[src/rtl/wb_slave_pkg.sv]
// Shared types, select constants and the select-validity check for the
// pipelined Wishbone register slave.
package wb_slave_pkg;

    // One outstanding response: write or read, and whether it ends in ERR.
    typedef struct packed {
        logic we;
        logic err;
    } resp_entry_t;

    localparam logic [3:0] SEL_WORD    = 4'b1111;
    localparam logic [3:0] SEL_HALF_LO = 4'b0011;
    localparam logic [3:0] SEL_HALF_HI = 4'b1100;

    // Word needs a word-aligned address, halfwords need an even address;
    // single-byte lanes are legal only when byte access is enabled.
    function automatic logic sel_valid(input logic [3:0] sel,
                                       input logic [1:0] adr_lo,
                                       input logic       byte_en);
        logic ok;
        ok = 1'b0;
        if (sel == SEL_WORD && adr_lo == 2'b00) begin
            ok = 1'b1;
        end
        if ((sel == SEL_HALF_LO || sel == SEL_HALF_HI) && !adr_lo[0]) begin
            ok = 1'b1;
        end
        if (byte_en && sel == (4'b0001 << adr_lo)) begin
            ok = 1'b1;
        end
        return ok;
    endfunction

endpackage

[src/rtl/wb_resp_fifo.sv]
// In-order queue of pending Wishbone responses with a synchronous clear.
module wb_resp_fifo
    import wb_slave_pkg::*;
#(
    parameter int DEPTH = 4
) (
    input  logic                     clk,
    input  logic                     rst_n,
    input  logic                     clr,
    input  logic                     push,
    input  logic                     pop,
    input  resp_entry_t              din,
    output resp_entry_t              head,
    output logic [$clog2(DEPTH):0]   count,
    output logic                     full,
    output logic                     empty
);

    localparam int AW = $clog2(DEPTH);
    localparam logic [AW:0] FULL_COUNT = (AW + 1)'(DEPTH);

    resp_entry_t   mem [DEPTH];
    logic [AW-1:0] wr_ptr;
    logic [AW-1:0] rd_ptr;
    logic          push_ok;
    logic          pop_ok;

    assign full    = (count == FULL_COUNT);
    assign empty   = (count == '0);
    assign push_ok = push & ~full;
    assign pop_ok  = pop & ~empty;
    assign head    = mem[rd_ptr];

    // Storage needs no reset; only pointer/count state defines validity.
    always_ff @(posedge clk) begin
        if (push_ok) begin
            mem[wr_ptr] <= din;
        end
    end

    // Pointers wrap naturally because DEPTH is a power of two.
    always_ff @(posedge clk or negedge rst_n) begin
        if (!rst_n) begin
            wr_ptr <= '0;
            rd_ptr <= '0;
            count  <= '0;
        end else if (clr) begin
            wr_ptr <= '0;
            rd_ptr <= '0;
            count  <= '0;
        end else begin
            if (push_ok) begin
                wr_ptr <= wr_ptr + 1'b1;
            end
            if (pop_ok) begin
                rd_ptr <= rd_ptr + 1'b1;
            end
            case ({push_ok, pop_ok})
                2'b10:   count <= count + 1'b1;
                2'b01:   count <= count - 1'b1;
                default: count <= count;
            endcase
        end
    end

endmodule

[src/rtl/wb_pipe_slave_ctrl.sv]
// Pipelined Wishbone register-slave controller: decodes requests, strobes
// the core, and returns in-order ACK/ERR with registered read data.
// Optional read-response timeout: define WB_SLAVE_TIMEOUT_EN.
module wb_pipe_slave_ctrl
    import wb_slave_pkg::*;
#(
    parameter int WB_ADDR_MSB = 11,
    parameter int WB_ADDR_LSB = 8,
    parameter int WB_ADDR_VAL = 0,
    parameter int DEPTH       = 4,
    parameter int BYTE_EN     = 1,
    parameter int ERR_ON_MISS = 0,
    parameter int TIMEOUT     = 64
) (
    input  logic        CLK,
    input  logic        RST_ASYNC_N,
    input  logic        RST_SYNC,
    input  logic [31:0] WB_REGS_ADR_IN,
    input  logic        WB_REGS_CYC_IN,
    input  logic        WB_REGS_STB_IN,
    input  logic        WB_REGS_WE_IN,
    input  logic [3:0]  WB_REGS_SEL_IN,
    output logic        WB_REGS_ACK_OUT,
    output logic        WB_REGS_ERR_OUT,
    output logic        WB_REGS_STALL_OUT,
    output logic [31:0] WB_REGS_DAT_RD_OUT,
    output logic        WB_WRITE_ADDR_STB_OUT,
    output logic        WB_READ_ADDR_STB_OUT,
    output logic        WB_VALID_OUT,
    input  logic [31:0] CORE_RD_DAT_IN,
    input  logic        CORE_RD_VLD_IN
);

    localparam int FW = WB_ADDR_MSB - WB_ADDR_LSB + 1;
    localparam logic [FW-1:0] FIELD_VAL = FW'(WB_ADDR_VAL);
    localparam logic MISS_ERR = (ERR_ON_MISS != 0);
    localparam logic BYTE_OK  = (BYTE_EN != 0);

    logic                   hit;
    logic                   accept;
    logic                   take;
    logic                   flush;
    logic                   resp_valid;
    logic                   retire;
    logic                   ack_d;
    logic                   err_d;
    logic                   load_dat;
    logic                   expire;
    logic                   fifo_push;
    logic                   fifo_pop;
    logic                   full;
    logic                   empty;
    logic [$clog2(DEPTH):0] count;
    resp_entry_t            in_entry;
    resp_entry_t            head;
    resp_entry_t            cur;
    logic                   ack_q;
    logic                   err_q;
    logic [31:0]            dat_q;

    assign hit = (WB_REGS_ADR_IN[WB_ADDR_MSB:WB_ADDR_LSB] == FIELD_VAL)
               & sel_valid(WB_REGS_SEL_IN, WB_REGS_ADR_IN[1:0], BYTE_OK);

    assign accept   = WB_REGS_CYC_IN & WB_REGS_STB_IN & ~full;
    assign take     = accept & (hit | MISS_ERR);
    assign flush    = ~WB_REGS_CYC_IN & (count != '0);
    assign in_entry = '{we: WB_REGS_WE_IN, err: ~hit};

    // With an empty queue the incoming request is itself the head, so a
    // write, an error or a read with data already present retires in its
    // accept cycle and never occupies a FIFO slot.
    assign cur        = empty ? in_entry : head;
    assign resp_valid = take | (~empty & ~flush);
    assign fifo_push  = take & ~(empty & retire);
    assign fifo_pop   = retire & ~empty;

    // Decide whether the current head retires this cycle and how.
    always_comb begin
        retire   = 1'b0;
        ack_d    = 1'b0;
        err_d    = 1'b0;
        load_dat = 1'b0;
        if (resp_valid) begin
            if (cur.err) begin
                retire = 1'b1;
                err_d  = 1'b1;
            end else if (cur.we) begin
                retire = 1'b1;
                ack_d  = 1'b1;
            end else if (CORE_RD_VLD_IN) begin
                retire   = 1'b1;
                ack_d    = 1'b1;
                load_dat = 1'b1;
            end else if (expire) begin
                retire = 1'b1;
                err_d  = 1'b1;
            end
        end
    end

`ifdef WB_SLAVE_TIMEOUT_EN
    localparam int TW = $clog2(TIMEOUT + 1);

    logic          head_read_wait;
    logic [TW-1:0] tmo_cnt;

    assign head_read_wait = ~empty & ~flush & ~head.we & ~head.err;
    assign expire = head_read_wait & (tmo_cnt == TW'(TIMEOUT - 1));

    // Count cycles a queued read waits at the head; restart on any pop.
    always_ff @(posedge CLK or negedge RST_ASYNC_N) begin
        if (!RST_ASYNC_N) begin
            tmo_cnt <= '0;
        end else if (RST_SYNC || !head_read_wait || fifo_pop) begin
            tmo_cnt <= '0;
        end else begin
            tmo_cnt <= tmo_cnt + 1'b1;
        end
    end
`else
    assign expire = 1'b0;
`endif

    wb_resp_fifo #(
        .DEPTH (DEPTH)
    ) u_fifo (
        .clk   (CLK),
        .rst_n (RST_ASYNC_N),
        .clr   (RST_SYNC | flush),
        .push  (fifo_push),
        .pop   (fifo_pop),
        .din   (in_entry),
        .head  (head),
        .count (count),
        .full  (full),
        .empty (empty)
    );

    // Registered responses; read data holds except on read ACK or on ERR.
    always_ff @(posedge CLK or negedge RST_ASYNC_N) begin
        if (!RST_ASYNC_N) begin
            ack_q <= 1'b0;
            err_q <= 1'b0;
            dat_q <= '0;
        end else if (RST_SYNC) begin
            ack_q <= 1'b0;
            err_q <= 1'b0;
            dat_q <= '0;
        end else begin
            ack_q <= ack_d;
            err_q <= err_d;
            if (load_dat) begin
                dat_q <= CORE_RD_DAT_IN;
            end else if (err_d) begin
                dat_q <= '0;
            end
        end
    end

    assign WB_REGS_ACK_OUT       = ack_q;
    assign WB_REGS_ERR_OUT       = err_q;
    assign WB_REGS_DAT_RD_OUT    = dat_q;
    assign WB_REGS_STALL_OUT     = full;
    assign WB_WRITE_ADDR_STB_OUT = accept & hit & WB_REGS_WE_IN;
    assign WB_READ_ADDR_STB_OUT  = accept & hit & ~WB_REGS_WE_IN;
    assign WB_VALID_OUT          = hit;

endmodule

[config.mk]
export PLATFORM = sky130hd
export DESIGN_NAME = wb_pipe_slave_ctrl
export DESIGN_NICKNAME = d
export VERILOG_FILES = /design/src/rtl/wb_slave_pkg.sv /design/src/rtl/wb_resp_fifo.sv /design/src/rtl/wb_pipe_slave_ctrl.sv
export SDC_FILE = /design/constraint.sdc
export NUM_CORES = 1
export LEC_CHECK = 0
export ABC_AREA = 1
export BUFFER_PORTS_ARGS = -buffer_cell sky130_fd_sc_hd__buf_2
export CAP_MARGIN = 20
export CORE_MARGIN = 5
export CORE_UTILIZATION = 35
export DETAILED_ROUTE_END_ITERATION = 16
export PLACE_DENSITY_LB_ADDON = 0.25
export REMOVE_ABC_BUFFERS = 1
export SYNTH_ARGS = -nofsm -noshare
export SYNTH_HDL_FRONTEND = slang
export SYNTH_HIERARCHICAL = 1
export SYNTH_SLANG_ARGS = --single-unit
[constraint.sdc]
create_clock -name CLK -period 2.6 [get_ports CLK]
set_clock_uncertainty 0.15 [all_clocks]
set_input_delay 0.39 -clock CLK [delete_from_list [all_inputs] [get_ports CLK]]
set_output_delay 0.39 -clock CLK [all_outputs]
set_load 0.05 [all_outputs]
== Word level (Yosys, flattened, before mapping) ==
Memories as Yosys holds them, arrays and structs flattened.
Index checks and enable logic that the tools add are counted.

* Register bits after elaboration: 41
* Bits in latches: 0
* Bits in writable memories: 8
* Bits in read-only memories: 0
* Input port bits: 75
* Output and inout bits: 38
* Word-level logic and storage cells: 81
* Memories kept: 1

* $add $sub $neg: 4
* Multipliers: 0
* Div/mod/pow operators: 0
* Order comparisons: 0
* Equality and inequality tests: 7
* Shifts and indexed selects: 1
* Mux-type cells: 28
* Bitwise gates (word level): 22
* Reduce and logical (&&, ||, !) cells: 12

{| class="wikitable"
|+ Memories
! name !! depth !! bits a word !! rd ports !! clocked after Yosys merged registers in !! write ports !! line !! source
|-
| u_fifo.mem || 4 || 2 || 1 || 0 || 1 || wb_resp_fifo.sv:22 || <nowiki>resp_entry_t mem [DEPTH];</nowiki>
|}

{| class="wikitable"
|+ Operator list
! cell !! number
|-
| 32-bit two-way mux || 3
|-
| 1-bit two-way mux || 18
|-
| 1-bit bitwise AND || 13
|-
| 2-bit two-way mux || 5
|-
| 3-bit nonzero test || 3
|-
| 4-bit == test, second input constant || 2
|-
| 1-bit inverter || 7
|-
| 3-bit case mux with 2 select lines || 1
|-
| 2-bit by 1-bit adder with 2-bit output, second input constant || 2
|-
| 4-bit by 2-bit == test with 1-bit output, second input constant || 1
|-
| 4-bit == test || 1
|-
| 4-bit zero test || 1
|-
| 2-bit nonzero test || 2
|-
| 1-bit by 2-bit left shift with 4-bit output, first input constant || 1
|-
| 3-bit by 1-bit adder with 3-bit output, second input constant || 1
|-
| 3-bit == test, second input constant || 1
|-
| 3-bit zero test || 1
|-
| 3-bit two-way mux || 1
|-
| 3-bit by 1-bit subtractor with 3-bit output, second input constant || 1
|-
| 2-bit by 1-bit == test with 1-bit output, second input constant || 1
|-
| 2-bit == test, second input constant || 1
|-
| 1-bit logical AND || 2
|-
| 2-bit zero test || 1
|-
| 1-bit OR || 2
|-
| other kinds (2) || 2
|}

== Logic depth before layout (Yosys ltp) ==
* Depth after elaboration: 18
* Depth in mapped cells: 24
* Depth with buffers taken out: 23

== By module ==
The synthesis kept the hierarchy.

{| class="wikitable"
|+ By module, submodules not included
! module !! times used !! cells an instance !! area an instance (sq um) !! seq. area each (sq um)
|-
| wb_pipe_slave_ctrl || 1 || 220 || 1841.8 || 850.8
|-
| wb_resp_fifo || 1 || 87 || 824.5 || 415.4
|}

== Worst setup path before layout ==
Ideal clock, no wire load.

* Path type: register -> register
* From: register u_fifo.count[0]
* To: register u_fifo.count[2]
* Library setup time: 0.118 ns
* Arrival: 2.714 ns
* Data required time: 2.332 ns
* Setup slack: -0.383 ns
* Stages on the path, launching flop included: 20
* Buffers on the path: 1
* Clock period less this slack: 2.983 ns
* Cells stage by stage: dfrtp_1 -> nor2_4 -> nand2_2 -> inv_1 -> nor2_1 -> nand3_4 -> nand2_4 -> nand2_4 -> buf_4 -> a21oi_1 -> nand2_4 -> inv_2 -> nand2_4 -> inv_1 -> fa_1 -> xor2_1 -> nand3_1 -> nand2_1 -> nand2_1 -> nand2_1

* Elaborated cells on any way between the ends: 29
* Classes of those cells: add/sub: 2; eq/ne: 3; mux: 6; bitwise: 15; reduce/logical: 3

{| class="wikitable"
|+ RTL lines
! item !! line !! source
|-
| start, declared || wb_resp_fifo.sv:14 || <nowiki>output logic [$clog2(DEPTH):0] count,</nowiki>
|-
| start signal, assigned || wb_resp_fifo.sv:59 || <nowiki>2'b10: count <= count + 1'b1;</nowiki>
|-
| start signal, assigned || wb_resp_fifo.sv:60 || <nowiki>2'b01: count <= count - 1'b1;</nowiki>
|-
| start signal, assigned || wb_resp_fifo.sv:61 || <nowiki>default: count <= count;</nowiki>
|-
| 3-bit == test (*) || wb_resp_fifo.sv:28 || <nowiki>assign full = (count == FULL_COUNT);</nowiki>
|-
| via WB_REGS_STALL_OUT || wb_pipe_slave_ctrl.sv:25 || <nowiki>output logic WB_REGS_STALL_OUT,</nowiki>
|-
| 1-bit inverter (*) || wb_pipe_slave_ctrl.sv:64 || <nowiki>assign accept = WB_REGS_CYC_IN & WB_REGS_STB_IN & ~full;</nowiki>
|-
| 1-bit bitwise AND (*) || wb_pipe_slave_ctrl.sv:64 ||
|-
| 1-bit bitwise AND (*) || wb_pipe_slave_ctrl.sv:65 || <nowiki>assign take = accept & (hit | MISS_ERR);</nowiki>
|-
| 1-bit OR (*) || wb_pipe_slave_ctrl.sv:73 || <nowiki>assign resp_valid = take | (~empty & ~flush);</nowiki>
|-
| 1-bit two-way mux (*) || wb_pipe_slave_ctrl.sv:83 || <nowiki>if (resp_valid) begin</nowiki>
|-
| 1-bit bitwise AND (*) || wb_pipe_slave_ctrl.sv:75 || <nowiki>assign fifo_pop = retire & ~empty;</nowiki>
|-
| via fifo_pop || wb_pipe_slave_ctrl.sv:50 || <nowiki>logic fifo_pop;</nowiki>
|-
| 1-bit bitwise AND (*) || wb_resp_fifo.sv:31 || <nowiki>assign pop_ok = pop & ~empty;</nowiki>
|-
| 2-bit by 1-bit == test with 1-bit output or 2-bit == test (tied branches) || wb_resp_fifo.sv:58 || <nowiki>case ({push_ok, pop_ok})</nowiki>
|-
| 3-bit case mux with 2 select lines || wb_resp_fifo.sv:58 ||
|-
| 3-bit two-way mux || wb_resp_fifo.sv:47 || <nowiki>end else if (clr) begin</nowiki>
|}

The timed path passes the listed nets; every way through them passes the cells marked *.
A chain may end at the register's enable or synchronous reset.

==> metrics.txt <==
# TYPE chip_impl_metric gauge
chip_impl_info{name="worst_setup_path_endpoint",value="u_fifo/count[2]"} 1
chip_impl_metric{name="number_of_hold_violations_in_the_final_report",unit=""} 0
chip_impl_metric{name="maxCapViolations",unit=""} 0
chip_impl_metric{name="drtPass1Iterations",unit=""} 4
chip_impl_metric{name="pin_count",unit=""} 113
chip_impl_metric{name="place_inst",unit=""} 496
chip_impl_metric{name="power.switching_fraction",unit="%"} 45.3
chip_impl_metric{name="fmax",unit="MHz"} 407
chip_impl_info{name="hold_class",value="primary input to async pin"} 1
chip_impl_metric{name="cts.reportedPaths.clkPinSlew",unit="ps"} 100
chip_impl_metric{name="instances_no_fill",unit=""} 509
chip_impl_metric{name="areaGrowthSynthToFinish",unit="%"} 28.9
chip_impl_metric{name="numCtsBuffers",unit=""} 5
chip_impl_metric{name="wirelength",unit="um"} 6760
chip_impl_info{name="rsz0062_at_grt",value="yes"} 1
chip_impl_metric{name="final-max-slew-violation-count",unit=""} 0
chip_impl_metric{name="gp_congestion",unit=""} 0.800
chip_impl_info{name="outcome",value="finished, final reports clean"} 1
chip_impl_metric{name="finalNetCount",unit=""} 489
chip_impl_metric{name="actual_slew_at_the_worst_max_slew_pin",unit="ps"} 935
chip_impl_metric{name="power_switching",unit="mW"} 1.27
chip_impl_metric{name="placedInstanceArea",unit="um2"} 3260
chip_impl_metric{name="netlist-cell-type-count",unit=""} 31
chip_impl_info{name="critical_path.reg2reg.startpoint",value="u_fifo/rd_ptr[0]"} 1
chip_impl_info{name="clock-root-buffer",value="sky130_fd_sc_hd__clkbuf_8"} 1
chip_impl_info{name="reg2reg_to",value="u_fifo/count[2]"} 1
chip_impl_metric{name="fin_total_pwr",unit="mW"} 2.81
chip_impl_metric{name="share_comb_of_total_power",unit="%"} 51.5
chip_impl_metric{name="cts_h_tree_depth",unit=""} 2
chip_impl_info{name="routed.top_layer",value="met4"} 1
chip_impl_metric{name="timing.critical_path.fanout_max",unit=""} 5
chip_impl_metric{name="vdd.ir_drop.worst",unit="mV"} 0.418
chip_impl_metric{name="ys_seq_elements",unit=""} 49
chip_impl_metric{name="drc_violation_count_after_routing",unit=""} 0
chip_impl_metric{name="power_per_cell_area",unit="nW/um2"} 818
chip_impl_metric{name="dp.final_hpwl",unit="um"} 4690
chip_impl_metric{name="total_met2_wirelength_after_detailed_routing",unit="um"} 3480
chip_impl_metric{name="average_cell_area_after_synthesis",unit="um2"} 8.69
chip_impl_metric{name="core_area",unit="um2"} 7330
chip_impl_metric{name="floorplan.initialDensity",unit="%"} 36.4
chip_impl_info{name="crit_path_launch",value="u_fifo/rd_ptr[0]"} 1
chip_impl_metric{name="first_iter_violations",unit=""} 144
chip_impl_metric{name="die_y",unit="um"} 97.3
chip_impl_metric{name="critPathArrivalTime",unit="ps"} 2540
chip_impl_metric{name="slew_headroom",unit="%"} 37.6
chip_impl_metric{name="floorplan.die.width",unit="um"} 97.3
chip_impl_metric{name="initial_antenna_violation_count",unit=""} 0
chip_impl_metric{name="detailroute.via_count",unit=""} 2419
chip_impl_metric{name="met3WireLength",unit="um"} 232
chip_impl_metric{name="routed_wire_length_per_instance",unit="um"} 13.3
chip_impl_metric{name="layout.cell_area.non_filler",unit="um2"} 3440
chip_impl_metric{name="p_clk_share",unit="%"} 16.1
chip_impl_metric{name="r2r_setup_slack",unit="ps"} 140
chip_impl_metric{name="pin_count_of_the_biggest_net_entering_global_routing",unit=""} 42
chip_impl_metric{name="p_int",unit="mW"} 1.54
chip_impl_metric{name="synth-warning-count",unit=""} 6
chip_impl_metric{name="antenna_violating_nets_post_route",unit=""} 0
chip_impl_metric{name="netlist_instances",unit=""} 307
chip_impl_info{name="clock_tree_from_tritoncts",value="yes"} 1
chip_impl_metric{name="final_min_period_over_clock_period",unit="%"} 94.5
chip_impl_info{name="critical_path.endpoint_type",value="flip-flop"} 1
chip_impl_info{name="crit_path_start_kind",value="flip-flop"} 1
chip_impl_metric{name="grt.overflow.total",unit=""} 0
chip_impl_metric{name="cts.hold.buffers_added",unit=""} 0
chip_impl_metric{name="finalSetupViolations",unit=""} 0
chip_impl_info{name="layout.cells.most_common",value="sky130_fd_sc_hd__buf_2"} 1
chip_impl_metric{name="grt_pass1_vias",unit=""} 2381
chip_impl_metric{name="area.sequential",unit="um2"} 1270
chip_impl_metric{name="synthesized_area",unit="um2"} 2670
chip_impl_metric{name="grt_pass1_wl",unit="um"} 11200
chip_impl_metric{name="cellLeakagePower",unit="nW"} 1.97
chip_impl_metric{name="clkSinkCount",unit=""} 49
chip_impl_metric{name="worst-endpoint-required",unit="ps"} 2690
chip_impl_metric{name="multi_input_gate_area",unit="um2"} 1200
chip_impl_metric{name="vias_per_cell",unit=""} 4.75
chip_impl_metric{name="post_route_cells_drive_above_1_share",unit="%"} 38.3
chip_impl_info{name="mostFrequentLayoutCells",value="sky130_fd_sc_hd__buf_2, sky130_fd_sc_hd__nand2_1, sky130_fd_sc_hd__dfrtp_1, sky130_fd_sc_hd__nand3_1, sky130_fd_sc_hd__nand4_1"} 1
chip_impl_metric{name="cts.path.max_buffers",unit=""} 2
chip_impl_metric{name="track_usage",unit="%"} 14.0
chip_impl_metric{name="ys_seq_area_share",unit="%"} 47.5
chip_impl_metric{name="layout_min_cycle_time",unit="ps"} 2460
chip_impl_metric{name="dieArea",unit="um2"} 9460
chip_impl_metric{name="clk_lat_worst_skew",unit="ps"} 300
chip_impl_metric{name="final.fill_count",unit=""} 770
chip_impl_metric{name="reg2reg_depth",unit=""} 19
chip_impl_metric{name="final_core_util",unit="%"} 46.9
chip_impl_metric{name="n_antenna_cell",unit=""} 0
chip_impl_info{name="setup.worst_path.class",value="flip-flop to flip-flop"} 1
chip_impl_metric{name="sequential_share_of_power",unit="%"} 32.4
chip_impl_metric{name="route.layer.met1.wl",unit="um"} 2970
chip_impl_metric{name="row_count",unit=""} 31
chip_impl_metric{name="place.port_buffers",unit=""} 86
power by group through the flow:
stage	clock, mW	combinational (mW)	sequential (mW)
after floorplan	0	0.633	1.13
after global placement	0	1.32	0.923
after detailed placement	0	1.33	0.924
after CTS	0.471	1.36	0.908
after global routing	0.501	1.59	0.921
final	0.453	1.45	0.910
worst max-delay path, stage by stage (launching register included):
cell,delay (ps)
sky130_fd_sc_hd__dfrtp_2,450
sky130_fd_sc_hd__buf_6,130
sky130_fd_sc_hd__nor2_1,110
sky130_fd_sc_hd__o22ai_2,100
sky130_fd_sc_hd__nand2_4,80
sky130_fd_sc_hd__o21ai_4,60
sky130_fd_sc_hd__nor2_1,90
sky130_fd_sc_hd__nand3_1,60
sky130_fd_sc_hd__nand3_1,70
sky130_fd_sc_hd__nand2_1,70
sky130_fd_sc_hd__inv_2,70
sky130_fd_sc_hd__nand2_4,50
sky130_fd_sc_hd__nand2_4,50
sky130_fd_sc_hd__inv_2,40
sky130_fd_sc_hd__fa_2,380
sky130_fd_sc_hd__xnor2_2,170
sky130_fd_sc_hd__nand3_1,90
sky130_fd_sc_hd__nand2_1,60
sky130_fd_sc_hd__nand2_1,40
sky130_fd_sc_hd__nand2_1,60
cells in the mapped netlist:
master,number,area [um2]
sky130_fd_sc_hd__a211oi_1,1,7.51
sky130_fd_sc_hd__a21oi_1,3,15.0
sky130_fd_sc_hd__buf_2,3,15.0
sky130_fd_sc_hd__buf_4,4,30.0
sky130_fd_sc_hd__buf_6,6,67.6
sky130_fd_sc_hd__clkbuf_1,3,11.3
sky130_fd_sc_hd__clkinv_2,1,5.00
sky130_fd_sc_hd__dfrtp_1,41,1030
sky130_fd_sc_hd__edfxtp_1,8,240
sky130_fd_sc_hd__fa_1,1,20.0
sky130_fd_sc_hd__ha_1,4,50.1
sky130_fd_sc_hd__inv_1,26,97.6
sky130_fd_sc_hd__inv_2,5,18.8
sky130_fd_sc_hd__nand2_1,67,251
sky130_fd_sc_hd__nand2_2,4,25.0
sky130_fd_sc_hd__nand2_4,10,113
sky130_fd_sc_hd__nand3_1,40,200
sky130_fd_sc_hd__nand3_2,1,10.0
sky130_fd_sc_hd__nand3_4,1,17.5
sky130_fd_sc_hd__nand4_1,35,219
sky130_fd_sc_hd__nor2_1,23,86.3
sky130_fd_sc_hd__nor2_4,1,11.3
sky130_fd_sc_hd__nor2_8,1,20.0
sky130_fd_sc_hd__nor3_1,2,10.0
sky130_fd_sc_hd__nor4_2,1,12.5
sky130_fd_sc_hd__o21ai_0,9,45.0
sky130_fd_sc_hd__o21ai_1,1,5.00
sky130_fd_sc_hd__o22ai_1,2,12.5
sky130_fd_sc_hd__or2_2,1,6.26
sky130_fd_sc_hd__xnor2_1,1,8.76
sky130_fd_sc_hd__xor2_1,1,8.76
layout make-up:
cell class / instances / share of cell area (%)
inverters: 32 / 3.60
clock inverters: 2 / 0.400
clock buffers: 6 / 2.11
multi-input cells: 210 / 34.9
repair buffers: 111 / 18.5
well taps: 99 / 3.60
flip-flops and latches: 49 / 36.9
sequential cells by signal, summed over array words and instances, names as in the netlist:
register,flops
WB_REGS_DAT_RD_OUT,32
u_fifo/mem,8
u_fifo/rd_ptr,2
WB_REGS_ERR_OUT,1
u_fifo/wr_ptr,2
WB_REGS_ACK_OUT,1
u_fifo/count,3
per-stage QoR:
| stage | TNS (ps) | setup slack, ps | hold slack [ps] |
|---|---|---|---|
| after floorplan | -677 | -428 | -55.6 |
| after global placement | -157 | -110 | 351 |
| after detailed placement | -229 | -137 | 356 |
| after CTS | 0 | 11.2 | 104 |
| after global routing | -76.3 | -75.7 | 139 |
| final | 0 | 143 | 70.2 |
cell families after synthesis:
family | synth area share (%)
compound gates | 3.19
fa+ha+maj | 2.63
buf+inv | 9.20
simple gates | 36.8
flops | 47.5
xor+xnor | 0.657
routing by layer:
metal / global-route usage (%) / vias to the layer above
met4: 3.73 / 0
met5: 0 / -
met2: 24.5 / 50
met1: 17.3 / 1138
li1: - / 1227
met3: 3.23 / 4
worst min path at each step:
stage                                start                endpoint  slack [ps]  cells past startpoint
global route                   RST_ASYNC_N  WB_REGS_DAT_RD_OUT[22]         140                      1
detailed placement  WB_REGS_DAT_RD_OUT[13]  WB_REGS_DAT_RD_OUT[13]         360                      2
CTS                            RST_ASYNC_N  WB_REGS_DAT_RD_OUT[22]         100                      1
global placement    WB_REGS_DAT_RD_OUT[12]  WB_REGS_DAT_RD_OUT[12]         350                      2
floorplan                      RST_ASYNC_N         WB_REGS_ACK_OUT         -60                      0
finish                         RST_ASYNC_N  WB_REGS_DAT_RD_OUT[22]          70                      1
what timing repair did:
| item | CTS | global route |
|---|---|---|
| pin swaps | 0 | 15 |
| setup endpoints to repair | 1 | 2 |
| buffers inserted | 2 | 3 |
| gates resized for setup | 1 | 20 |
No activity file was read; power rests on OpenSTA's default activity.
